--- src/rtl/spi_core.sv ---
// Single-lane SPI serial engine: pops TX words, shifts them out on MOSI,
// collects MISO into RX words and pushes them, sequenced by a small FSM.
module spi_core #(
    parameter int TRL_WIDTH = 16
) (
    input  logic                 clk_i,
    input  logic                 rst_n_i,
    input  logic                 st_i,
    input  logic                 cpol_i,
    input  logic                 cpha_i,
    input  logic                 lsb_i,
    input  logic [7:0]           div_i,
    input  logic [1:0]           dsize_i,
    input  logic [TRL_WIDTH-1:0] trl_i,
    output logic                 busy_o,
    output logic                 last_o,
    input  logic                 tx_valid_i,
    output logic                 tx_ready_o,
    input  logic [31:0]          tx_data_i,
    output logic                 rx_valid_o,
    input  logic                 rx_ready_i,
    output logic [31:0]          rx_data_o,
    output logic                 spi_sck_o,
    output logic [3:0]           spi_io_en_o,
    output logic [3:0]           spi_io_out_o,
    input  logic [3:0]           spi_io_in_i
);

    // state | meaning
    // IDLE  | waiting for st_i, SCK parked at latched cpol, MOSI low
    // LOAD  | waiting for a TX word; pops it and primes the shifter
    // SHIFT | toggling SCK every div+1 cycles, moving bits both ways
    // STORE | presenting the received word until the RX FIFO accepts it
    // DONE  | one-cycle end-of-transfer pulse
    typedef enum logic [2:0] {
        S_IDLE,
        S_LOAD,
        S_SHIFT,
        S_STORE,
        S_DONE
    } state_t;

    state_t state, state_nxt;

    logic                 cpol_q;
    logic                 cpha_q;
    logic                 lsb_q;
    logic [7:0]           div_q;
    logic [1:0]           dsize_q;
    logic [TRL_WIDTH-1:0] word_cnt;
    logic [6:0]           edge_cnt;
    logic [7:0]           div_cnt;
    logic                 sck_q;
    logic                 mosi_q;
    logic [31:0]          tx_sh;
    logic [31:0]          rx_sh;
    logic [31:0]          rx_data_q;

    logic        sck_edge;
    logic        lead_edge;
    logic        trail_edge;
    logic        final_edge;
    logic        sample_now;
    logic        drive_now;
    logic        miso;
    logic [4:0]  pad_bits;
    logic [31:0] tx_aligned;
    logic [31:0] rx_shifted;
    logic [31:0] rx_next;
    logic [31:0] rx_aligned;
    logic        unused_io_in;

    assign unused_io_in = ^{spi_io_in_i[3:2], spi_io_in_i[0]};
    assign miso         = spi_io_in_i[1];

    // Number of unused upper bits in a 32-bit word for the latched word size.
    assign pad_bits = {~dsize_q, 3'b000};

    assign sck_edge   = (state == S_SHIFT) && (div_cnt == 8'd0);
    assign lead_edge  = sck_edge && (sck_q == cpol_q);
    assign trail_edge = sck_edge && (sck_q != cpol_q);
    assign final_edge = sck_edge && (edge_cnt == 7'd1);
    assign sample_now = cpha_q ? trail_edge : lead_edge;
    // With cpha=0 the last trailing edge drives nothing so MOSI keeps the last bit.
    assign drive_now  = cpha_q ? lead_edge : (trail_edge && !final_edge);

    // MSB-first words are left-aligned so the outgoing bit is always [31];
    // LSB-first words stay right-aligned and leave from [0].
    assign tx_aligned = lsb_q ? tx_data_i : (tx_data_i << pad_bits);
    assign rx_shifted = lsb_q ? {miso, rx_sh[31:1]} : {rx_sh[30:0], miso};
    assign rx_next    = sample_now ? rx_shifted : rx_sh;
    assign rx_aligned = lsb_q ? (rx_next >> pad_bits) : rx_next;

    function automatic logic out_bit(input logic lsb, input logic [31:0] v);
        return lsb ? v[0] : v[31];
    endfunction

    function automatic logic [31:0] shift_word(input logic lsb, input logic [31:0] v);
        return lsb ? (v >> 1) : (v << 1);
    endfunction

    always_ff @(posedge clk_i or negedge rst_n_i) begin
        if (!rst_n_i) begin
            state <= S_IDLE;
        end else begin
            state <= state_nxt;
        end
    end

    always_comb begin
        state_nxt  = state;
        busy_o     = 1'b1;
        last_o     = 1'b0;
        tx_ready_o = 1'b0;
        rx_valid_o = 1'b0;
        case (state)
            S_IDLE: begin
                busy_o = 1'b0;
                if (st_i) begin
                    state_nxt = (trl_i == '0) ? S_DONE : S_LOAD;
                end
            end
            S_LOAD: begin
                tx_ready_o = tx_valid_i;
                if (tx_valid_i) begin
                    state_nxt = S_SHIFT;
                end
            end
            S_SHIFT: begin
                if (final_edge) begin
                    state_nxt = S_STORE;
                end
            end
            S_STORE: begin
                rx_valid_o = 1'b1;
                if (rx_ready_i) begin
                    state_nxt = (word_cnt == TRL_WIDTH'(1)) ? S_DONE : S_LOAD;
                end
            end
            S_DONE: begin
                last_o    = 1'b1;
                state_nxt = S_IDLE;
            end
            default: begin
                state_nxt = S_IDLE;
            end
        endcase
    end

    always_ff @(posedge clk_i or negedge rst_n_i) begin
        if (!rst_n_i) begin
            cpol_q    <= 1'b0;
            cpha_q    <= 1'b0;
            lsb_q     <= 1'b0;
            div_q     <= 8'd0;
            dsize_q   <= 2'd0;
            word_cnt  <= '0;
            edge_cnt  <= 7'd0;
            div_cnt   <= 8'd0;
            sck_q     <= 1'b0;
            mosi_q    <= 1'b0;
            tx_sh     <= 32'd0;
            rx_sh     <= 32'd0;
            rx_data_q <= 32'd0;
        end else begin
            case (state)
                S_IDLE: begin
                    mosi_q <= 1'b0;
                    sck_q  <= cpol_q;
                    if (st_i) begin
                        cpol_q   <= cpol_i;
                        cpha_q   <= cpha_i;
                        lsb_q    <= lsb_i;
                        div_q    <= div_i;
                        dsize_q  <= dsize_i;
                        word_cnt <= trl_i;
                        sck_q    <= cpol_i;
                    end
                end
                S_LOAD: begin
                    if (tx_valid_i) begin
                        edge_cnt <= {3'(dsize_q) + 3'd1, 4'b0000};
                        div_cnt  <= div_q;
                        rx_sh    <= 32'd0;
                        if (!cpha_q) begin
                            mosi_q <= out_bit(lsb_q, tx_aligned);
                            tx_sh  <= shift_word(lsb_q, tx_aligned);
                        end else begin
                            tx_sh  <= tx_aligned;
                        end
                    end
                end
                S_SHIFT: begin
                    rx_sh <= rx_next;
                    if (sck_edge) begin
                        sck_q    <= ~sck_q;
                        div_cnt  <= div_q;
                        edge_cnt <= edge_cnt - 7'd1;
                    end else begin
                        div_cnt  <= div_cnt - 8'd1;
                    end
                    if (drive_now) begin
                        mosi_q <= out_bit(lsb_q, tx_sh);
                        tx_sh  <= shift_word(lsb_q, tx_sh);
                    end
                    if (final_edge) begin
                        rx_data_q <= rx_aligned;
                    end
                end
                S_STORE: begin
                    if (rx_ready_i) begin
                        word_cnt <= word_cnt - TRL_WIDTH'(1);
                    end
                end
                S_DONE: begin
                    mosi_q <= 1'b0;
                end
                default: begin
                    mosi_q <= 1'b0;
                end
            endcase
        end
    end

    assign rx_data_o    = (state == S_STORE) ? rx_data_q : 32'd0;
    assign spi_sck_o    = sck_q;
    assign spi_io_out_o = {3'b000, mosi_q};
    assign spi_io_en_o  = {3'b000, busy_o};

endmodule

--- config.mk ---
export PLATFORM = sky130hd
export DESIGN_NAME = spi_core
export DESIGN_NICKNAME = d
export VERILOG_FILES = /design/src/rtl/spi_core.sv
export SDC_FILE = /design/constraint.sdc
export NUM_CORES = 1
export LEC_CHECK = 0
export BUFFER_PORTS_ARGS = -buffer_cell sky130_fd_sc_hd__buf_2
export CELL_PAD_IN_SITES_DETAIL_PLACEMENT = 0
export CELL_PAD_IN_SITES_GLOBAL_PLACEMENT = 1
export CORE_ASPECT_RATIO = 1.75
export CORE_UTILIZATION = 49
export DETAILED_ROUTE_END_ITERATION = 10
export PLACE_DENSITY_LB_ADDON = 0.1
export SLEW_MARGIN = 20
export SYNTH_ARGS = -nofsm -noshare
export SYNTH_HDL_FRONTEND = slang
export SYNTH_SLANG_ARGS = --single-unit
--- constraint.sdc ---
create_clock -name clk_i -period 6.3 [get_ports clk_i]
set_input_delay 1.26 -clock clk_i [delete_from_list [all_inputs] [get_ports clk_i]]
set_output_delay 1.26 -clock clk_i [all_outputs]
set_load 0.1 [all_outputs]
==> impl_metrics.py <==
metrics = {
    "timing": {
        "finalHoldViolCount": 0,
        "slew_violations": 0,
        "fmax_mhz": 257,
        "timing.final.crit_share_pct": 61.8,
        "setup_viol": 0,
        "max-slew-margin-rel_pct": 27.9,
        "rsz0062_at_grt": "false",
        "worst_slew_pin_slew_ns": 1.08,
        "min_period_ns": 3.89,
        "setup_tns_ns": 0,
        "clock_skew_ns": 0.0103,
    },
    "clocking": {
        "cts_buffers": 17,
        "post_cts_resized": 0,
        "holdBufCountCts": 0,
        "cts_tree": "built",
        "htreeDepth": 4,
        "clockBufferDepth": 2,
        "path_clk_slew_ns": 0.06,
        "clkSinkCount": 145,
        "ctsRootBufferMaster": "clkbuf_16",
        "post-cts-setup-buffers": 0,
        "clock_latency_ns": 0.44,
    },
    "yosys": {
        "netlist_instances": 1131,
        "yosys_warnings": 0,
        "netlist.top_cell.by_area": "dfrtp_1",
        "ys_seq_elements": 145,
        "yosys-top-cells-area": "dfrtp_1 37%, mux2i_1 7.9%, o21ai_0 6.7%",
        "netlist_area_um2": 9910,
        "synth_edf_count": 0,
        "synthDistinctLibCells": 71,
        "async_reset_ff_share_pct": 100,
        "synth.top_cell.area_share_pct": 36.6,
        "synth_area_per_cell_um2": 8.76,
        "synth_top_flop_cell": "dfrtp_1",
        "yosysSeqAreaShare_pct": 36.6,
    },
    "worst_setup_path": {
        "regToRegEndpoint": "rx_data_q[8]",
        "required_ns": 5.04,
        "path_cells": "nor2b_2 -> nand2_1 -> buf_4 -> clkinv_1 -> buf_2",
        "start_kind": "register",
        "regToRegSetupSlack_ns": 2.62,
        "path_delay_family": "buffers and inverters",
        "crit_fanout": 26,
        "ff2ff_path_depth": 8,
        "crit-reg2reg-launch": "state[1]",
        "critical_path_class": "register to output pin",
        "critPathSlowestCell": "clkinv_1",
        "cp.arrival_ns": 2.63,
        "slowest_delay_ns": 0.61,
        "crit_buf_inv": 3,
        "endpoint_kind": "output pin",
    },
    "final_layout": {
        "final_area_um2": 11000,
        "drive_above_1_share_pct": 20.2,
        "multi_input_area_um2": 5730,
        "fillers": 1886,
        "syn_to_final_growth_pct": 11.0,
        "fin_util_pct": 55.7,
        "nets": 1250,
        "ff_latch_area_um2": 3630,
        "diodes": 0,
        "stdcell_count": 1431,
    },
    "drt": {
        "drt_wl_total_um": 29000,
        "wl_per_cell_um": 20.3,
        "wl_met3_um": 907,
        "first_pass_iters": 5,
        "topRoutingLayerUsed": "met4",
        "wl_met1_um": 11600,
        "drc_errors": 0,
        "routed-via-count": 8814,
        "ant_nets": 0,
        "drt_iter0_markers": 479,
        "via_per_inst": 6.16,
        "route.met2.wl_um": 15600,
    },
    "global_routing": {
        "gr-usage-all-layers_pct": 29.1,
        "grt_pass1_vias": 8529,
        "grt_max_degree": 100,
        "grt_pass1_wl_um": 46400,
        "antenna_found_initial": 0,
        "gr-total-overflow": 0,
    },
    "job": {
        "cap_viol_max_count": 0,
    },
    "place": {
        "dpl-instance-area_um2": 10400,
        "dpl.hpwl_um": 19700,
        "dpl.cell_count": 1399,
        "gp_congestion": 0.834,
        "port_buffers": 105,
    },
    "pwr": {
        "ir_worst_vdd_uv": 334,
        "p_leak_uw": 0.00484,
        "p_per_area_nw_per_um2": 467,
        "p_total_uw": 5140,
    },
    "floorplanning": {
        "die_w_um": 109,
        "coreArea_um2": 19700,
        "initial_core_util_pct": 50.2,
        "ios": 115,
        "die_y_um": 190,
        "rows": 68,
        "die_area_um2": 20800,
    },
    "run_status": {
        "status": "finished clean",
    },
    "worst_hold_path": {
        "hold-path-endpoint": "rx_data_q[12]",
        "hold_path_startpoint": "rx_data_q[12]",
        "hp-class": "register to register",
        "hold_depth": 2,
    },
}
[tightest hold or removal path, stage by stage (launching register included)]
cell	delay, ns
dfrtp_1	0.34
nand2_1	0.05
nand2_1	0.05
[cell usage in the layout (no fill, tap or decap), types with 4 or more instances in the layout]
| cell type | count |
|---|---|
| o22ai_1 | 27 |
| clkbuf_16 | 17 |
| mux2_2 | 54 |
| nor4_1 | 7 |
| a221o_1 | 7 |
| conb_1 | 6 |
| o21ai_1 | 15 |
| ha_1 | 7 |
| mux2i_1 | 78 |
| a211oi_1 | 14 |
| nand2_1 | 153 |
| nor2b_1 | 8 |
| mux4_2 | 9 |
| nor3b_1 | 8 |
| nor3_1 | 21 |
| buf_4 | 15 |
| a21o_1 | 5 |
| buf_2 | 104 |
| nand3_1 | 18 |
| a22oi_1 | 13 |
| and3_1 | 34 |
| nand3b_1 | 4 |
| o21ai_0 | 132 |
| dfrtp_1 | 143 |
| nor2_1 | 64 |
| nand2b_1 | 8 |
| a221oi_1 | 11 |
| and2_1 | 4 |
| o21a_1 | 7 |
| o31ai_1 | 7 |
| a21oi_1 | 61 |
| o221ai_1 | 10 |
| nand4_1 | 4 |
| o32ai_1 | 6 |
| o31a_1 | 8 |
| a22o_1 | 13 |
| or2_2 | 7 |
| inv_1 | 18 |
[state kept, by name (all words and copies together) (netlist names)]
signal and flops:
cpol_q 1, rx_data_q 32, rx_sh 32, edge_cnt 7, div_q 8, state 3, word_cnt 16, lsb_q 1
cpha_q 1, spi_sck_o 1, mosi_q 1, div_cnt 8, tx_sh 32, dsize_q 2
[power by group]
group | internal (uW) | total, uW | switching (uW)
sequential | 1180 | 1490 | 303
clock | 637 | 1060 | 423
combinational | 974 | 2590 | 1620
[cells by family (layout without fill, tap and decap cells)]
| kind of cell | count (synthesis) | count (layout) | share of synthesized area (%) |
|---|---|---|---|
| AO/OA/AOI/OAI | 356 | 356 | 22.6 |
| XOR/XNOR | 4 | 4 | 0.518 |
| other | 1 | 6 | 0.0379 |
| AND/OR/NAND/NOR | 354 | 354 | 17.1 |
| flip-flops | 145 | 145 | 36.6 |
| buffers and inverters | 122 | 172 | 5.94 |
| multiplexers | 142 | 142 | 16.2 |
| adder cells (fa/ha/maj) | 7 | 7 | 0.884 |
[cell type report]
type	instances	share of cell area, %
sequential	145	33.0
multi-input combinational	869	52.1
tap	245	2.79
clock buffer	21	4.10
inverter	20	0.683
timing repair buffer	120	5.86
clock inverter	11	1.40
[cell usage after synthesis, types with 14 or more instances]
library cell	n
buf_2	27
mux2_2	54
and3_1	34
nand3_1	18
a21oi_1	62
o21ai_1	15
o21ai_0	132
mux2i_1	78
o22ai_1	27
nand2_1	153
dfrtp_1	145
nor2_1	65
clkbuf_1	53
a211oi_1	14
nor3_1	21
inv_1	18
[per-layer routing]
metal,vias up,global-route usage (%)
li1,4231,-
met2,234,52.1
met3,53,3.49
met5,-,0
met4,0,11.3
met1,4296,34.8
[worst max-delay path by stage]
stage | endpoint | cells past startpoint | from | slack [ns]
6_report | rx_valid_o | 5 | state[0] | 2.41
5_1_grt | rx_valid_o | 5 | state[0] | 2.25
3_5_place_dp | rx_data_q[8] | 8 | state[1] | 2.66
4_1_cts | rx_valid_o | 5 | state[0] | 2.46
3_3_place_gp | rx_data_q[8] | 8 | state[1] | 2.70
2_1_floorplan | last_o | 3 | state[1] | 2.05
[stage by stage]
step | hold WS, ns | worst slack, ns
after floorplan | 0.431 | 2.05
after global routing | 0.495 | 2.25
final | 0.466 | 2.41
after CTS | 0.467 | 2.46
after global placement | 0.447 | 2.70
after detailed placement | 0.453 | 2.66
No activity file was read; power rests on OpenSTA's default activity.
